<file path="src/rtl/pmem_arbiter.sv">
// pmem_arbiter: grants the single physical memory port to either the I-cache or the D-cache.
// A grant is held until the memory responds or the granted cache drops its request.
// The response is then forwarded only to the granted cache.
//
// Ports:
//   clk, rst_n            clock and asynchronous active-low reset
//   i_pmem_*              I-cache side (read-only): address, read, rdata, resp
//   d_pmem_*              D-cache side: address, read, write, wdata, rdata, resp
//   pmem_*                physical memory side: address, read, write, wdata, rdata, resp
//
// Optional feature:
//   PMEM_ARB_ROUND_ROBIN_EN  when defined, a tie in idle grants the cache that was not
//                            served last. When undefined, a tie always grants the D-cache.

module pmem_arbiter #(
  parameter int unsigned ADDR_WIDTH = 16,
  parameter int unsigned LINE_WIDTH = 128
) (
  input  logic                  clk,
  input  logic                  rst_n,

  input  logic [ADDR_WIDTH-1:0] i_pmem_address,
  input  logic                  i_pmem_read,
  output logic [LINE_WIDTH-1:0] i_pmem_rdata,
  output logic                  i_pmem_resp,

  input  logic [ADDR_WIDTH-1:0] d_pmem_address,
  input  logic                  d_pmem_read,
  input  logic                  d_pmem_write,
  input  logic [LINE_WIDTH-1:0] d_pmem_wdata,
  output logic [LINE_WIDTH-1:0] d_pmem_rdata,
  output logic                  d_pmem_resp,

  output logic [ADDR_WIDTH-1:0] pmem_address,
  output logic                  pmem_read,
  output logic                  pmem_write,
  output logic [LINE_WIDTH-1:0] pmem_wdata,
  input  logic [LINE_WIDTH-1:0] pmem_rdata,
  input  logic                  pmem_resp
);

  typedef enum logic [1:0] {
    StIdle,
    StServeI,
    StServeD
  } state_e;

  localparam logic GrantI = 1'b0;
  localparam logic GrantD = 1'b1;

  state_e state_q, state_d;
  logic   last_grant_q, last_grant_d;
  logic   i_req, d_req, tie_to_d;

  assign i_req = i_pmem_read;
  assign d_req = d_pmem_read | d_pmem_write;

`ifdef PMEM_ARB_ROUND_ROBIN_EN
  assign tie_to_d = (last_grant_q == GrantI);
`else
  // last_grant is still tracked but has no effect in the fixed-priority build.
  logic unused_last_grant;
  assign unused_last_grant = last_grant_q;
  assign tie_to_d = 1'b1;
`endif

  // Data paths are pure passthroughs; each cache qualifies rdata with its own resp.
  assign pmem_wdata   = d_pmem_wdata;
  assign i_pmem_rdata = pmem_rdata;
  assign d_pmem_rdata = pmem_rdata;

  always_ff @(posedge clk or negedge rst_n) begin
    if (!rst_n) begin
      state_q      <= StIdle;
      last_grant_q <= GrantI;
    end else begin
      state_q      <= state_d;
      last_grant_q <= last_grant_d;
    end
  end

  always_comb begin
    state_d      = state_q;
    last_grant_d = last_grant_q;
    unique case (state_q)
      StIdle: begin
        if (i_req && d_req) begin
          state_d = tie_to_d ? StServeD : StServeI;
        end else if (d_req) begin
          state_d = StServeD;
        end else if (i_req) begin
          state_d = StServeI;
        end
      end
      StServeI: begin
        if (pmem_resp) begin
          state_d      = StIdle;
          last_grant_d = GrantI;
        end else if (!i_req) begin
          state_d = StIdle;  // abort: last_grant left as is
        end
      end
      StServeD: begin
        if (pmem_resp) begin
          state_d      = StIdle;
          last_grant_d = GrantD;
        end else if (!d_req) begin
          state_d = StIdle;
        end
      end
      default: state_d = StIdle;
    endcase
  end

  always_comb begin
    pmem_address = '0;
    pmem_read    = 1'b0;
    pmem_write   = 1'b0;
    i_pmem_resp  = 1'b0;
    d_pmem_resp  = 1'b0;
    unique case (state_q)
      StServeI: begin
        pmem_address = i_pmem_address;
        pmem_read    = i_pmem_read;
        i_pmem_resp  = pmem_resp;
      end
      StServeD: begin
        pmem_address = d_pmem_address;
        pmem_read    = d_pmem_read;
        pmem_write   = d_pmem_write;
        d_pmem_resp  = pmem_resp;
      end
      default: ;
    endcase
  end

endmodule

</file>
<file path="config.mk">
export PLATFORM = sky130hd
export DESIGN_NAME = pmem_arbiter
export DESIGN_NICKNAME = d
export VERILOG_FILES = /design/src/rtl/pmem_arbiter.sv
export SDC_FILE = /design/constraint.sdc
export NUM_CORES = 1
export LEC_CHECK = 0
export CORE_AREA = 8 8 266 268
export DETAILED_ROUTE_END_ITERATION = 16
export DIE_AREA = 0 0 274 276
export DONT_BUFFER_PORTS = 1
export SETUP_SLACK_MARGIN = 0.02
export SYNTH_ARGS = -nofsm -noshare
export SYNTH_HDL_FRONTEND = slang
export SYNTH_SLANG_ARGS = --single-unit
</file>
<file path="constraint.sdc">
create_clock -name clk -period 1.73 [get_ports clk]
set_clock_uncertainty 0.05 [all_clocks]
set_input_delay 0.346 -clock clk [delete_from_list [all_inputs] [get_ports clk]]
set_output_delay 0.346 -clock clk [all_outputs]
set_load 0.01 [all_outputs]
</file>
-- After elaboration in Yosys (flattened, before gate mapping)
Index checks and enable logic that the tools add are counted.
- reductions and logical operators: 3
- divide/modulo/power cells: 0
- add/subtract/negate cells: 0
- multiply operators: 0
- eq/ne operators: 5
- order comparisons: 0
- muxes and demuxes: 13
- shift operators: 0
- bitwise gates (word level): 1
- operator list (operator ; count):
    $pmux W16 S2 ; 1
    $mux W2 ; 7
    $ne A3 B3 Y1 const B ; 2
    $pmux W2 S3 ; 1
    $ne A4 B4 Y1 const B ; 1
    $mux W1 ; 3
    $reduce_and A3 Y1 ; 1
    $eq A2 B1 Y1 const B ; 1
    $eq A2 B2 Y1 const B ; 1
    $logic_not A2 Y1 ; 1
    $pmux W1 S2 ; 1
    $logic_and A1 B1 Y1 ; 1
    $or A1 B1 Y1 ; 1
- input port bits: 294
- output and inout bits: 404
- word-level logic and storage cells: 23
- memory bits (read-only): 0
- latch bits: 0
- flip-flop bits (word level): 2
- RAM bits: 0
- memories kept: 0

-- Depth between registers and ports, before layout
Gate-level depths: netlist (run 1).
- depth in word-level cells: 4
- depth in mapped cells: 6
- depth with buffers taken out: 5

-- Worst setup path before layout (run 1)
OpenSTA, ideal clock, no wires.
- path kind: flip-flop to output port
- from: reg state_q[0]
- to: out pmem_address[0]
- slack: 0.133 ns
- required time: 1.334 ns
- path buffers: 1
- cell stages (with the launch flop): 5
- arrival time: 1.201 ns
- cell sequence: dfrtp_1 inv_1 ha_1 clkbuf_1 nor2b_1
- word-level cells in the longest chain between the ends: 2
- elaborated cells on any way between the ends: 3
- classes of those cells: eq/ne (2); mux (1)
- ends and longest elaborated chain (what ; line ; source):
    start, declared ; 51 ; state_e state_q, state_d;
    start signal, assigned ; 74 ; state_q <= StIdle;
    start signal, assigned ; 77 ; state_q <= state_d;
    $eq A2 B2 Y1 or $eq A2 B1 Y1 (tied branches) ; 121 ; unique case (state_q)
    $pmux W16 S2 * ; 121 ;
    end, declared ; 34 ; output logic [ADDR_WIDTH-1:0] pmem_address,
Every way passes the cells marked *; elsewhere a longest branch is shown, timed or not.

-- Worst setup path in the final report (run 1)
- from: reg state_q[0]
- to: out pmem_address[5]
The elaborated chain is that of the path after synthesis.

==> results_dict.tcl, run 1 <==
set metrics [dict create \
    p_int_uw 949.6 \
    cellPowerDensity_mw_per_mm2 815.7 \
    root_buffer "clkbuf_16" \
    core_area_mm2 0.06656 \
    holdPathStages 2 \
    sequentialPowerShare 0.051 \
    hp-start "pmem_resp" \
    top_regs "state_q (2)" \
    p_leak_uw 0.0003309 \
    ys_seq_area_frac 0.01493 \
    worst_slack_ns -0.1339 \
    vdd_ir_drop_max_mv 0.7870 \
    cp.required_ns 1.33 \
    crit_path_max_incr_delay_ns 0.39 \
    p_sw_frac 0.4017 \
    num_rows 95 \
    io_pins 698 \
    r2r-end "state_q[0]$_DFFE_PN0P_" \
    fin_crit_ns 1.864 \
    drt-vias-per-instance 1.251 \
    cp-start-kind "flip-flop" \
    die-area_mm2 0.07562 \
    slew_headroom 0.8512 \
    holdCritPathClass "input pin to flip-flop" \
    dp_hpwl_um 21120 \
    setup_viol 16 \
    met3_length_um 7593 \
    hold_viol 0 \
    drv_slew 0 \
    path_cells "buf_6, ha_4, buf_12, a22oi_2, nor2b_1, buf_4" \
    failed_checks "negative setup slack" \
    critPathArrivalTime_ns 1.47 \
    cp-end-kind "primary output" \
    post-place-ws_ns -0.08594 \
    grt_max_degree 17 \
    syn-num-nets 745 \
    reg2regPathDepth 8 \
    grt_pass1_vias 1394 \
    wl_met1_um 2908 \
    r2r_slack_ns 0.26 \
    drt-pass1-iter-count 3 \
    place_inst 953 \
    synth_cell_types 22 \
    drc 0 \
    ant_nets 0 \
    power_frac_comb 0.728 \
    status "finished with violations" \
    drive_gt1_frac 0.6118 \
    wl_per_cell_um 23.70 \
    rr_startpoint "state_q[1]$_DFFE_PN0P_" \
    yosys_warnings 0 \
    path_max_fanout 16 \
    grt_pass1_wl_um 24670 \
    h-tree-depth 1 \
    syn_area_per_cell_um2 7.485 \
    wl_met2_um 9709 \
    synth.ff_latch_count 2 \
    numCtsBuffers 3 \
    antenna_cells 0 \
    wl_um 22710 \
    fin_nets 384 \
    cpMaxStageDelayCell "dfrtp_1" \
    power.net_switching_uw 637.6 \
    worstMarginPinSlew_ns 0.2233 \
    syn_area_mm2 0.003353 \
    cap_viol_max_count 0 \
    clkSinkCount 2 \
    whs_ns 0.2740 \
    top_layer "met4" \
    synthCells 448 \
    min_to "state_q[1]$_DFFE_PN0P_" \
    syn_to_final_growth_pct -41.98 \
    initial_core_util 0.05038 \
    grt_overflow 0 \
    die_w_um 274 \
    cts_tree "built" \
    synth_area_leaders "buf_4, a22oi_1, nor2b_1" \
    clock_latency_ns 0.22 \
    largest_reg_flops 2 \
    fmax_mhz 536.5 \
    clk_pin_slew_ns 0.03 \
    grt_use_total 0.05439 \
    drt_iter0_drc 53 \
    critical_path_class "flip-flop to primary output" \
    yosys.area.top_type "buf_4" \
    port_buffers 0 \
    synth_top_area_share 0.8642 \
    place_congestion 0.5665 \
    power_uw 1587 \
    fp.dieH_um 276 \
    rsz0062_at_grt "true" \
    regMostFlops "state_q" \
    clkPwrFrac 0.220 \
    post-route-period-util 1.077 \
    cts.path.max_buffers 2 \
    via_count 1198 \
    instances_no_fill 958 \
    antenna_found_initial 0 \
]
==> power groups by stage <==
stage,clock [µW],sequential [µW],combinational (µW)
2_1_floorplan,0,70.6,1420
3_3_place_gp,0,71.2,1020
3_5_place_dp,0,72.4,1030
4_1_cts,355,80.7,1210
5_1_grt,358,83.9,1280
6_report,349,81.4,1160
==> final cells by class <==
cell class / count / area (µm²)
repair buffers: 23 / 227.7
multi-input cells: 54 / 489.2
fillers: 7948 / 64620
well taps: 873 / 1092
inverters: 3 / 11.26
flip-flops and latches: 2 / 50.05
clock buffers: 3 / 75.07
==> layer usage <==
layer / up-vias / GRT usage
li1: 276 / -
met1: 389 / 0.01975
met2: 364 / 0.08465
met3: 169 / 0.07787
met4: 0 / 0.05553
met5: - / 0
==> metrics by stage <==
step           TNS [ns]     util  instance area, µm²
2_1_floorplan         0        -                3353
3_3_place_gp   -0.09267  0.02598                1729
3_5_place_dp    -0.1969  0.02598                1729
4_1_cts          -1.959  0.02932                1952
5_1_grt          -2.722  0.02923                1946
6_report         -1.362  0.02923                1946
==> cell usage in the layout (no fill, tap or decap), drive strengths merged <==
cell          n
a22oi        16
o2bb2ai       1
and2          3
dlygate4sd3   1
nand2b        1
o2111ai       1
nor2          2
a211oi        1
buf          22
nand3b        1
nor2b        16
a21boi        1
nand3         2
clkbuf        3
ha            3
nand2         2
dfrtp         2
o21ai         2
inv           3
a21oi         2
==> timing repair <==
item                                   4_1_cts  5_1_grt
pin swaps                                    8        3
gates resized for setup                     31        3
buffers inserted                             2        1
setup endpoints to repair                   18       18
endpoints found under the hold margin        2        0
hold buffers                                 1        0
==> synth_stat cells, drive strengths merged <==
library cell,number
inv,3
nand2,2
a22oi,16
buf,388
and2,3
o2bb2ai,1
a211oi,1
o2111ai,1
nand3b,1
o21ai,2
nand3,2
a21boi,1
clkbuf,1
nand2b,1
nor2b,16
dfrtp,2
nor2,2
a21oi,2
ha,3
==> worst max-delay path, delay by kind of cell (launching register included) <==
kind                     cells  cell delay, ns
AO/OA/AOI/OAI                1            0.18
flip-flops                   1            0.39
adder cells (fa/ha/maj)      1            0.16
buffers and inverters        3            0.43
AND/OR/NAND/NOR              1            0.07
==> cell families after synthesis <==
family | share of synthesized area
AO/OA/AOI/OAI | 0.05298
buffers and inverters | 0.8716
adder cells (fa/ha/maj) | 0.01120
AND/OR/NAND/NOR | 0.04926
flip-flops | 0.01493
==> worst max path at each step <==
stage                                       from               to  cells after the start
after floorplan           state_q[0]$_DFFE_PN0P_  pmem_address[0]                      4
after global placement    state_q[0]$_DFFE_PN0P_  pmem_address[8]                      6
after detailed placement  state_q[0]$_DFFE_PN0P_  pmem_address[8]                      6
after CTS                 state_q[1]$_DFFE_PN0P_  pmem_address[2]                      5
after global routing      state_q[0]$_DFFE_PN0P_  pmem_address[9]                      6
final                     state_q[0]$_DFFE_PN0P_  pmem_address[5]                      6
Power figures use the tool's default switching activity.
==> run 2, diff against run 1 <==
Settings changed: CTS_BUF_LIST set to sky130_fd_sc_hd__clkbuf_4 sky130_fd_sc_hd__clkbuf_8.
==> run 2 against run 1 <==
Effect of this change:
- the run still ends with negative setup slack left
- combinational power decreased by 3%
- register-to-register slack improved by 0.06 ns
- routed wire length rose by 0.11%
- worst setup slack better by 0.0050 ns
- maximum frequency up 0.27%
- power down 12%
- via count down 1.3%
- die area is the same
- sequential share of layout area up 0.091 points
- cell count down 0.10%
- sequential cell count is the same
- critical path type unchanged
- critical endpoint unchanged
==> results_dict.tcl, run 2 (same netlist as run 1, synthesis figures left out) <==
set metrics [dict create \
    status "finished with violations" \
    failed_checks "negative setup slack" \
    top_layer "met4" \
    top_regs "state_q (2)" \
    num_rows 95 \
    holdCritPathClass "input pin to flip-flop" \
    crit_path_max_incr_delay_ns 0.37 \
    cpMaxStageDelayCell "dfrtp_1" \
    core_area_mm2 0.06656 \
    fp.dieH_um 276 \
    worst_slack_ns -0.1289 \
    wl_um 22730 \
    worstMarginPinSlew_ns 0.2389 \
    p_sw_frac 0.4400 \
    initial_core_util 0.05038 \
    cp.required_ns 1.33 \
    rr_startpoint "state_q[1]$_DFFE_PN0P_" \
    post-route-period-util 1.074 \
    final_common_cell "buf_4" \
    fin_crit_ns 1.859 \
    largest_reg_flops 2 \
    sequentialPowerShare 0.057 \
    grt_pass1_wl_um 24670 \
    dp_hpwl_um 21120 \
    regMostFlops "state_q" \
    cts_setup_buffers 0 \
    antenna_found_initial 0 \
    cts_tree "built" \
    slew_headroom 0.8404 \
    design_area_mm2 0.001879 \
    drc 0 \
    tns_ns -1.293 \
    cp-start-kind "flip-flop" \
    wl_met1_um 2826 \
    fin_nets 383 \
    path_cells "buf_4, ha_4, buf_12, a22oi_2, nor2b_1, buf_4" \
    rsz0062_at_grt "true" \
    port_buffers 0 \
    ant_nets 0 \
    placedInstanceArea_mm2 0.001729 \
    antenna_cells 0 \
    via_count 1182 \
    clkSinkCount 2 \
    drt-vias-per-instance 1.235 \
    die_w_um 274 \
    drt_iter0_drc 47 \
    cap_viol_max_count 0 \
    hp-start "pmem_resp" \
    setup_viol 16 \
    r2r-end "state_q[0]$_DFFE_PN0P_" \
    grt_overflow 0 \
    power.net_switching_uw 611.8 \
    drive_gt1_frac 0.5714 \
    numCtsBuffers 3 \
    wl_per_cell_um 23.75 \
    min_to "state_q[1]$_DFFE_PN0P_" \
    die-area_mm2 0.07562 \
    grt_max_degree 17 \
    finish.utilization 0.02823 \
    drt-pass1-iter-count 4 \
    grt_use_total 0.05448 \
    critical_path_class "flip-flop to primary output" \
    regArea_um2 50.05 \
    met3_length_um 7722 \
    cts.path.max_buffers 2 \
    h-tree-depth 1 \
    clk_pin_slew_ns 0.03 \
    path_max_fanout 16 \
    cpMostUsedCell "buf_4" \
    io_pins 698 \
    critPathArrivalTime_ns 1.46 \
    clkPwrFrac 0.134 \
    power_frac_comb 0.809 \
    vdd_ir_drop_max_mv 0.5343 \
    p_leak_uw 0.0003053 \
    wl_met2_um 9248 \
    drv_slew 0 \
    grt_pass1_vias 1368 \
    most-common-layout-cells "buf_4, a22oi_1, nor2b_2, nor2b_1, a22oi_2" \
    clock_latency_ns 0.21 \
    root_buffer "clkbuf_8" \
    cellPowerDensity_mw_per_mm2 739.9 \
    reg2regPathDepth 7 \
    cp-end-kind "primary output" \
    nFillCells 7958 \
    syn_to_final_growth_pct -43.96 \
    multi_input_comb_area_um2 479.2 \
    r2r_slack_ns 0.32 \
    fmax_mhz 538.0 \
    holdPathStages 2 \
    hold_viol 0 \
    p_int_uw 778.6 \
    place_congestion 0.5665 \
]
## run 2: cell type report
| class | instances | area share |
|---|---|---|
| well taps | 873 | 0.5812 |
| multi-input cells | 54 | 0.2550 |
| repair buffers | 22 | 0.1092 |
| flip-flops and latches | 2 | 0.02663 |
| clock buffers | 3 | 0.02197 |
| inverters | 3 | 0.005992 |
## run 2: routing by layer
layer / GRT usage / vias up
met2: 0.08019 / 356
met1: 0.01923 / 372
li1: - / 273
met5: 0 / -
met3: 0.07968 / 181
met4: 0.06418 / 0
## run 2: power by group through the flow
| stage | sequential [µW] | clock (µW) | combinational (µW) |
|---|---|---|---|
| floorplan | 70.6 | 0 | 1420 |
| finish | 79.3 | 187 | 1120 |
| CTS | 80.1 | 192 | 1160 |
| global route | 81.8 | 195 | 1240 |
| detailed placement | 72.4 | 0 | 1030 |
| global placement | 71.2 | 0 | 1020 |
## run 2: how the worst max path moves through the flow
| stage | startpoint | to | slack [ns] | depth (start not counted) |
|---|---|---|---|---|
| after floorplan | state_q[0]$_DFFE_PN0P_ | pmem_address[0] | 0.13 | 4 |
| after global placement | state_q[0]$_DFFE_PN0P_ | pmem_address[8] | -0.05 | 6 |
| after detailed placement | state_q[0]$_DFFE_PN0P_ | pmem_address[8] | -0.09 | 6 |
| after CTS | state_q[1]$_DFFE_PN0P_ | pmem_address[2] | -0.14 | 5 |
| after global routing | state_q[0]$_DFFE_PN0P_ | pmem_address[3] | -0.21 | 6 |
| final | state_q[0]$_DFFE_PN0P_ | pmem_address[5] | -0.13 | 6 |
## run 2: per-stage QoR
stage | hold slack (ns) | total power (µW) | std cells | setup slack (ns)
floorplan | 0.0004089 | 1494 | 448 | 0.1328
global placement | 0.0008404 | 1093 | 953 | -0.05388
detailed placement | 0.0008682 | 1102 | 953 | -0.08594
CTS | 0.2762 | 1432 | 957 | -0.1426
global route | 0.2844 | 1519 | 957 | -0.2103
finish | 0.2823 | 1390 | 957 | -0.1289
## run 2: timing repair
item,4_1_cts,5_1_grt
pin swaps,5,1
hold buffers,1,0
endpoints found under the setup margin,18,18
resized for setup,20,5
gates cloned,0,0
endpoints found under the hold margin,2,0
## run 2: critical path: cells and delay by family (launching register included)
kind,cells,cell delay [ns]
flops,1,0.37
fa+ha+maj,1,0.17
buf+inv,3,0.45
compound gates,1,0.17
simple gates,1,0.07
